`config.mk`:
```
export PLATFORM = sky130hd
export DESIGN_NAME = rf_wb_arbiter
export DESIGN_NICKNAME = d
export VERILOG_FILES = /design/src/rtl/rf_wb_arbiter.sv
export SDC_FILE = /design/constraint.sdc
export NUM_CORES = 1
export LEC_CHECK = 0
export CORE_UTILIZATION = 40
export CTS_CLUSTER_DIAMETER = 60
export DETAILED_ROUTE_END_ITERATION = 7
export GPL_TIMING_DRIVEN = 0
export PLACE_DENSITY = 0.91
export SYNTH_ARGS = -nofsm -noshare
export SYNTH_HDL_FRONTEND = slang
export SYNTH_SLANG_ARGS = --single-unit
```
`constraint.sdc`:
```
create_clock -name clk -period 3.85 [get_ports clk]
set_input_delay 0.5775 -clock clk [delete_from_list [all_inputs] [get_ports clk]]
set_output_delay 0.5775 -clock clk [all_outputs]
set_load 0.02 [all_outputs]
```
`src/rtl/rf_wb_arbiter.sv`:
```
// rtl/rf_wb_arbiter.sv - register-file write-back arbiter with clear sweep
// Clears x1..x31 after reset, then round-robin grants N_REQ write-back requesters onto one registered write port.
module rf_wb_arbiter #(
  parameter int DATA_N = 32,
  parameter int N_REQ  = 3
) (
  input  logic                     clk,
  input  logic                     rst_n,
  input  logic                     hold,
  input  logic [N_REQ-1:0]         req_valid,
  input  logic [5*N_REQ-1:0]       req_addr,
  input  logic [DATA_N*N_REQ-1:0]  req_data,
  output logic [N_REQ-1:0]         req_ready,
  output logic                     wr_en,
  output logic [4:0]               w_addr,
  output logic [DATA_N-1:0]        w_data,
  output logic                     init_done,
  output logic [7:0]               x0_drop_cnt
);

  localparam int IDX_W = $clog2(N_REQ);

  typedef enum logic {ST_INIT, ST_RUN} state_t;

  state_t              r_state;
  state_t              w_state_nxt;
  logic [4:0]          r_sweep;
  logic [IDX_W-1:0]    r_last;
  logic                r_wr_en;
  logic [4:0]          r_w_addr;
  logic [DATA_N-1:0]   r_w_data;
  logic                r_init_done;
  logic [7:0]          r_drop;

  logic                w_found;
  logic [IDX_W-1:0]    w_idx;
  logic [IDX_W-1:0]    w_cand;
  logic [N_REQ-1:0]    w_grant;
  logic                w_accept;
  logic [4:0]          w_sel_addr;
  logic [DATA_N-1:0]   w_sel_data;

  always_ff @(posedge clk) begin
    if (!rst_n) r_state <= ST_INIT;
    else        r_state <= w_state_nxt;
  end

  always_comb begin
    w_state_nxt = r_state;
    if (r_state == ST_INIT && r_sweep == 5'd31) w_state_nxt = ST_RUN;
  end

  // Search starts one past the last granted requester so every requester is visited in turn.
  always_comb begin
    w_found = 1'b0;
    w_idx   = '0;
    w_cand  = '0;
    for (int k = 1; k <= N_REQ; k++) begin
      w_cand = IDX_W'((int'(r_last) + k) % N_REQ);
      if (!w_found && req_valid[w_cand]) begin
        w_found = 1'b1;
        w_idx   = w_cand;
      end
    end
  end

  always_comb begin
    w_grant = '0;
    if (rst_n && r_state == ST_RUN && !hold && w_found) w_grant = N_REQ'(1) << w_idx;
  end

  assign req_ready = w_grant;
  assign w_accept  = |w_grant;

  always_comb begin
    w_sel_addr = '0;
    w_sel_data = '0;
    for (int i = 0; i < N_REQ; i++) begin
      if (w_idx == IDX_W'(i)) begin
        w_sel_addr = req_addr[5*i +: 5];
        w_sel_data = req_data[DATA_N*i +: DATA_N];
      end
    end
  end

  always_ff @(posedge clk) begin
    if (!rst_n) begin
      r_sweep     <= 5'd1;
      r_last      <= IDX_W'(N_REQ - 1);
      r_wr_en     <= 1'b0;
      r_w_addr    <= '0;
      r_w_data    <= '0;
      r_init_done <= 1'b0;
      r_drop      <= '0;
    end else if (r_state == ST_INIT) begin
      r_wr_en     <= 1'b1;
      r_w_addr    <= r_sweep;
      r_w_data    <= '0;
      r_sweep     <= r_sweep + 5'd1;
      r_init_done <= 1'b0;
    end else begin
      r_init_done <= 1'b1;
      r_wr_en     <= 1'b0;
      if (w_accept) begin
        r_last <= w_idx;
        // x0 is hardwired zero: consume the request but never write it.
        if (w_sel_addr != 5'd0) begin
          r_wr_en  <= 1'b1;
          r_w_addr <= w_sel_addr;
          r_w_data <= w_sel_data;
        end else if (r_drop != 8'hFF) begin
          r_drop <= r_drop + 8'd1;
        end
      end
    end
  end

  assign wr_en       = r_wr_en;
  assign w_addr      = r_w_addr;
  assign w_data      = r_w_data;
  assign init_done   = r_init_done;
  assign x0_drop_cnt = r_drop;

endmodule

```
; Word-level counts from Yosys, hierarchy flattened
; Cells that the tools add are included.
[word_totals]
reg_bits = 55
wordCells = 71
out_inout_bits = 50
[op_classes]
eq_ne = 6
shifts = 1
add_sub_neg = 5
div = 3
n_lt_le_gt_ge = 3
bitwise = 2
reduce_logical = 17
mux = 26
[op_table]
columns = operator, count
row1 = $mod A32 B3 Y32 const B, 3
row2 = $mux W32, 3
row3 = $mux W5, 6
row4 = $mux W1, 10
row5 = $lt A2 B3 Y1 const B, 3
row6 = $add A8 B1 Y8 const B, 1
row7 = $ne A8 B8 Y1 const B, 1
row8 = $reduce_and A2 Y1, 4
row9 = $add A2 B2 Y3 const B, 2
row10 = $bmux W1 S2, 3
row11 = $logic_and A1 B1 Y1, 6
row12 = $mux W2, 3
row13 = $add A5 B1 Y5 const B, 1
row14 = $eq A5 B5 Y1 const B, 1
row15 = $reduce_bool A5 Y1, 1
row16 = $ne A2 B1 Y1 const B, 2
row17 = $reduce_and A4 Y1, 1
row18 = $add A2 B1 Y3 const B, 1
row19 = $logic_not A1 Y1, 3
row20 = $mux W3, 1
row21 = $reduce_or A3 Y1, 1
row22 = $shl A1 B2 Y3 const A, 1
row23 = $eq A2 B1 Y1 const B, 1
row24 = $eq A2 B2 Y1 const B, 1
row25 = 2 further kinds, 3

; Depth between registers and ports, before layout
[logic_depth]
depth_word = 19
mapped_depth = 15
mapped_depth_nobuf = 10

; Least setup slack after synthesis
; Ideal clock, no wire load.
[synth_path]
path_type = register to register
from = register r_last[0]
to = register r_w_data[10], in the netlist w_data[10]
period_less_slack_ns = 3.511
slack_ns = 0.339
n_path_buf = 3
stages_incl_launch_ff = 14
setup_time_ns = 0.072
arrival_time_ns = 3.439
path_cell_list = dfxtp_1 -> inv_1 -> ha_1 -> mux2i_1 -> nor2_4 -> o41ai_4 -> mux2_4 -> mux2_4 -> or4_4 -> buf_6 -> o21ai_1 -> buf_4 -> buf_6 -> mux2i_1
[synth_via]
elab_chain_len = 17
word_cells_on_any_way = 37
classes_between = 3 x add/sub / 3 x div / 2 x eq/ne / 1 x shift / 19 x mux / 9 x reduce/logical
[synth_lines]
columns = element, line_no
row1 = from (decl), 28  ; logic [IDX_W-1:0] r_last;
row2 = from (signal assigned), 89  ; r_last <= IDX_W'(N_REQ - 1);
row3 = from (signal assigned), 105  ; r_last <= w_idx;
row4 = $add A2 B1 Y3, 59  ; w_cand = IDX_W'((int'(r_last) + k) % N_REQ);
row5 = $mod A32 B3 Y32, 59
row6 = $bmux W1 S2, 60  ; if (!w_found && req_valid[w_cand]) begin
row7 = $mux W1 (not written as such), 60
row8 = $mux W1, 60
row9 = $logic_not A1 Y1, 60
row10 = $logic_and A1 B1 Y1, 60
row11 = $mux W1, 60
row12 = $logic_not A1 Y1, 60
row13 = $logic_and A1 B1 Y1, 60
row14 = $mux W2, 60
row15 = $logic_not A2 Y1, 79  ; if (w_idx == IDX_W'(i)) begin
row16 = $mux W5 (3 in a row), 79
row17 = $reduce_bool A5 Y1, 107  ; if (w_sel_addr != 5'd0) begin
row18 = $reduce_and A2 Y1 (no source line), --
row19 = to (signal assigned), 110  ; r_w_data <= w_sel_data;
row20 = to (decl), 31  ; logic [DATA_N-1:0] r_w_data;
; Parallel ways exist; a longest one is shown, timed or not. The select of a mux whose other input is x is not followed.
; A chain may end at the register's enable or synchronous reset.

; Worst setup path after layout
[layout_path]
from = register r_last[0]
to = register r_w_data[7], in the netlist w_data[7]
; Same word-level chain as after synthesis.

==> metrics.log <==
[metrics] result of the run: complete, no violations
[metrics] # rows: 32
[metrics] leading cell types by count after synthesis: 62 x nand2_1, 60 x mux2i_1, 55 x dfxtp_1
[metrics] Unique masters post-synth: 50
[metrics] post-placement worst setup slack: -0.428 ns
[metrics] Die Ht: 91.8 µm
[metrics] post-layout utilization of the core: 66.3%
[metrics] Placed Area: 5010 µm²
[metrics] count of routing violations after the opening detailed-route iteration: 95
[metrics] flops & latches, synth: 55
[metrics] Reg2Reg Launch Point: r_last[0]$_SDFFE_PN0P_
[metrics] number of design rule violations left after detail routing: 0
[metrics] total wire length: 10800 µm
[metrics] largest net degree at the start of global routing: 17
[metrics] critical path class: flip-flop to flip-flop
[metrics] number of fill cells: 631
[metrics] slowest cell on the critical path: or4_4
[metrics] die area: 8430 µm²
[metrics] dominant cell type by area after synthesis: dfxtp_1
[metrics] antenna violations before repair: 0
[metrics] # Max-Cap Violations: 0
[metrics] Antenna Cells: 0
[metrics] Seq/Total Area, Yosys: 34.1%
[metrics] kind of start point of the critical path: flip-flop
[metrics] DR vias/cell: 5.35
[metrics] unrepaired setup endpoints after global routing: false
[metrics] First-pass DRT Iterations: 4
[metrics] portion of the clock cycle consumed by the worst path in the final layout: 94.8%
[metrics] register-to-register path setup slack: 0.20 ns
[metrics] H-tree depth: 2
[metrics] post-synth net total: 507
[metrics] number of synthesized flops with an enable pin: 0
[metrics] initial cell density of the core: 41.6%
[metrics] mean area per synthesized cell: 8.41 µm²
[metrics] largest buffer count on any clock path: 2
[metrics] type of destination of the critical path: flip-flop
[metrics] Slowest Stage Delay on Critical Path: 0.48 ns
[metrics] antenna-violating nets left: 0
[metrics] required time of the critical path: 4.08 ns
[metrics] DPL Wire Length: 8650 µm
[metrics] highest clock rate: 0.274 GHz
[metrics] cell with the most instances after synthesis: nand2_1
[metrics] largest cells by area after synthesis: dfxtp_1 34%, mux2i_1 19%, nand2_1 7.2%
[metrics] final-report setup violation count: 0
[metrics] path class of the lowest-slack min-delay path: flip-flop to flip-flop
[metrics] average wire per standard cell: 16.4 µm
[metrics] top cell type's share of synthesized area: 34.1%
[metrics] Fin Clk Skew: 0.0119 ns
[metrics] final weighted congestion in routability-driven placement: 0.858
[metrics] area used by multi-input combinational logic: 1960 µm²
[metrics] Fin. Hold Viols: 0
[metrics] Syn. warnings: 0
[metrics] layout overhead on the synthesized area: 59.5%
[metrics] number of cells on the worst hold path: 2
[metrics] global-route wire length before repair: 16700 µm
[metrics] primary flip-flop cell chosen by synthesis mapping: dfxtp_1
[metrics] crit path max fanout: 10
[metrics] post-placement cell count: 651
[metrics] startpoint of the most critical hold path: w_data[8]$_SDFFE_PN0P_
[metrics] post-route setup TNS: 0 ns
[metrics] reg2reg path depth: 13
[metrics] maximum ir drop on the vdd rail: 0.159 mV
[metrics] clock-pin slew reported for the worst setup and hold paths after clock tree synthesis: 0.10 ns
[metrics] placeable core area: 7770 µm²
[metrics] endpoint of the worst-slack reg-to-reg timing path: w_data[7]$_SDFFE_PN0P_
[metrics] worst endpoint data arrival time: 3.88 ns
[metrics] Port Buffers: 165
[metrics] Tot GR Track Use: 25.0%
[metrics] nets: 680
[metrics] final std cell area, no fill: 5150 µm²
[metrics] number of vias in the routed layout: 3528
[metrics] final global-route overflow total: 0
[metrics] final count of pins violating max slew: 0
[metrics] number of buffers added to fix hold violations after cts: 0
[metrics] relative max-transition margin: 50.8%
[metrics] overall die width: 91.8 µm
[metrics] number of primary I/O pins: 167
[metrics] Hold Worst Slack: 0.461 ns
[metrics] post-layout worst setup margin: 0.199 ns
[metrics] number of global-route vias before repair: 3478
[metrics] Clock Tree Root: clkbuf_8
[metrics] worst-case hold path end point: w_data[8]$_SDFFE_PN0P_
[metrics] CTS tree: built
[metrics] later-pin clock latency in the skew report: 0.31 ns
[metrics] crit path cell chain: inv_1, ha_2, nand2b_1, a21boi_4, o41ai_4, mux2_4, mux2_4, or4_4, buf_6, o21ai_1, buf_4, buf_6, mux2i_1
[metrics] standby leakage power: 2.27 nW
[metrics] Async S/R FF share, synth: 0%
[metrics] number of clock sinks: 55
[metrics] Register Area: 1100 µm²
[metrics] transition time at the pin with the least slew margin: 0.737 ns
[metrics] layout cell share with drive strength beyond 1: 6.63%
[metrics] Power Total: 1.19 mW
[metrics] total clock buffers created by CTS: 5
[metrics] gate count of the mapped netlist: 384
[metrics] Period minus WS final: 3.65 ns
[metrics] power per cell area: 231 nW/µm²
[metrics] count of non-filler cells in the finished layout: 660
[metrics] cell area after synthesis: 3230 µm²
## power breakdown
group | internal, mW | switching [mW]
registers | 0.576 | 0.00632
logic | 0.164 | 0.108
clock network | 0.148 | 0.187
## routing by layer
metal | global-route usage (%) | part of all wire, % | vias up
li1 | - | - | 1704
met1 | 26.7 | 38 | 1663
met2 | 47.3 | 52 | 135
met3 | 6.22 | 7.0 | 26
met4 | 8.72 | 2.5 | 0
met5 | 0 | 0 | -
## final cells by class
cell class | count | area share, %
multi-input combinational | 294 | 38.1
sequential | 55 | 21.4
clock inverter | 1 | 0.170
tap | 102 | 2.48
timing repair buffer | 167 | 32.4
inverter | 8 | 0.583
buffer | 26 | 3.21
clock buffer | 7 | 1.68
## cell families (layout without fill, tap and decap cells)
group	Yosys count	after routing	share of synthesized area, %
AOI/OAI and AO/OA	77	77	15.8
buffers and inverters	35	209	5.77
DFF	55	55	34.1
and+or+nand+nor	144	144	20.9
xor gates and xnor gates	3	3	0.814
adders and majority gates	6	6	2.33
muxes	64	64	20.2
## worst max path at each step
stage / cells past startpoint / end / slack (ns) / start
final: 13 / w_data[7]$_SDFFE_PN0P_ / 0.20 / r_last[0]$_SDFFE_PN0P_
after global routing: 13 / w_data[10]$_SDFFE_PN0P_ / 0.02 / r_last[0]$_SDFFE_PN0P_
after CTS: 10 / req_ready[0] / -0.005 / r_last[0]$_SDFFE_PN0P_
after detailed placement: 12 / w_data[7]$_SDFFE_PN0P_ / -0.43 / req_valid[0]
after global placement: 12 / w_data[19]$_SDFFE_PN0P_ / -0.28 / req_valid[0]
after floorplan: 13 / w_data[10]$_SDFFE_PN0P_ / 0.34 / r_last[0]$_SDFFE_PN0P_
## state kept, by name, summed over array words and instances (netlist names)
register,cells
w_data,32
wr_en,1
w_addr,5
init_done,1
x0_drop_cnt,8
r_sweep,5
r_last,2
r_state,1
## critical path, delay by kind of cell (launching register included)
family                     cells  cell delay (ns)
and+or+nand+nor                2             0.68
buffers and inverters          4             0.63
adders and majority gates      1             0.40
AOI/OAI and AO/OA              3             0.65
muxes                          3             0.81
DFF                            1             0.39
## repair_timing
item | CTS | global route
pin swaps | 2 | 1
setup buffers | 1 | 1
resized for setup | 10 | 2
endpoints found under the hold margin | 0 | 0
cloned | 0 | 0
endpoints found under the setup margin | 44 | 6
## cells in the final DEF, fill, tap and decap left out, drive strengths merged, types with 3 or more instances in the layout
master         synthesis  layout
clkdlybuf4s50          0     163
nand2                 62      62
mux2i                 60      60
dfxtp                 55      55
nor2                  35      35
a21oi                 32      32
clkbuf                12      18
o21ai                 17      17
buf                   15      17
nand3                 16      16
inv                    8       8
or4                    6       6
ha                     6       6
nand2b                 5       5
o211ai                 4       4
o31ai                  4       4
mux2                   4       4
nor2b                  3       3
a31oi                  3       3
or3                    3       3
a32o                   3       3
a41o                   3       3
(Power assumes the default switching activity.)
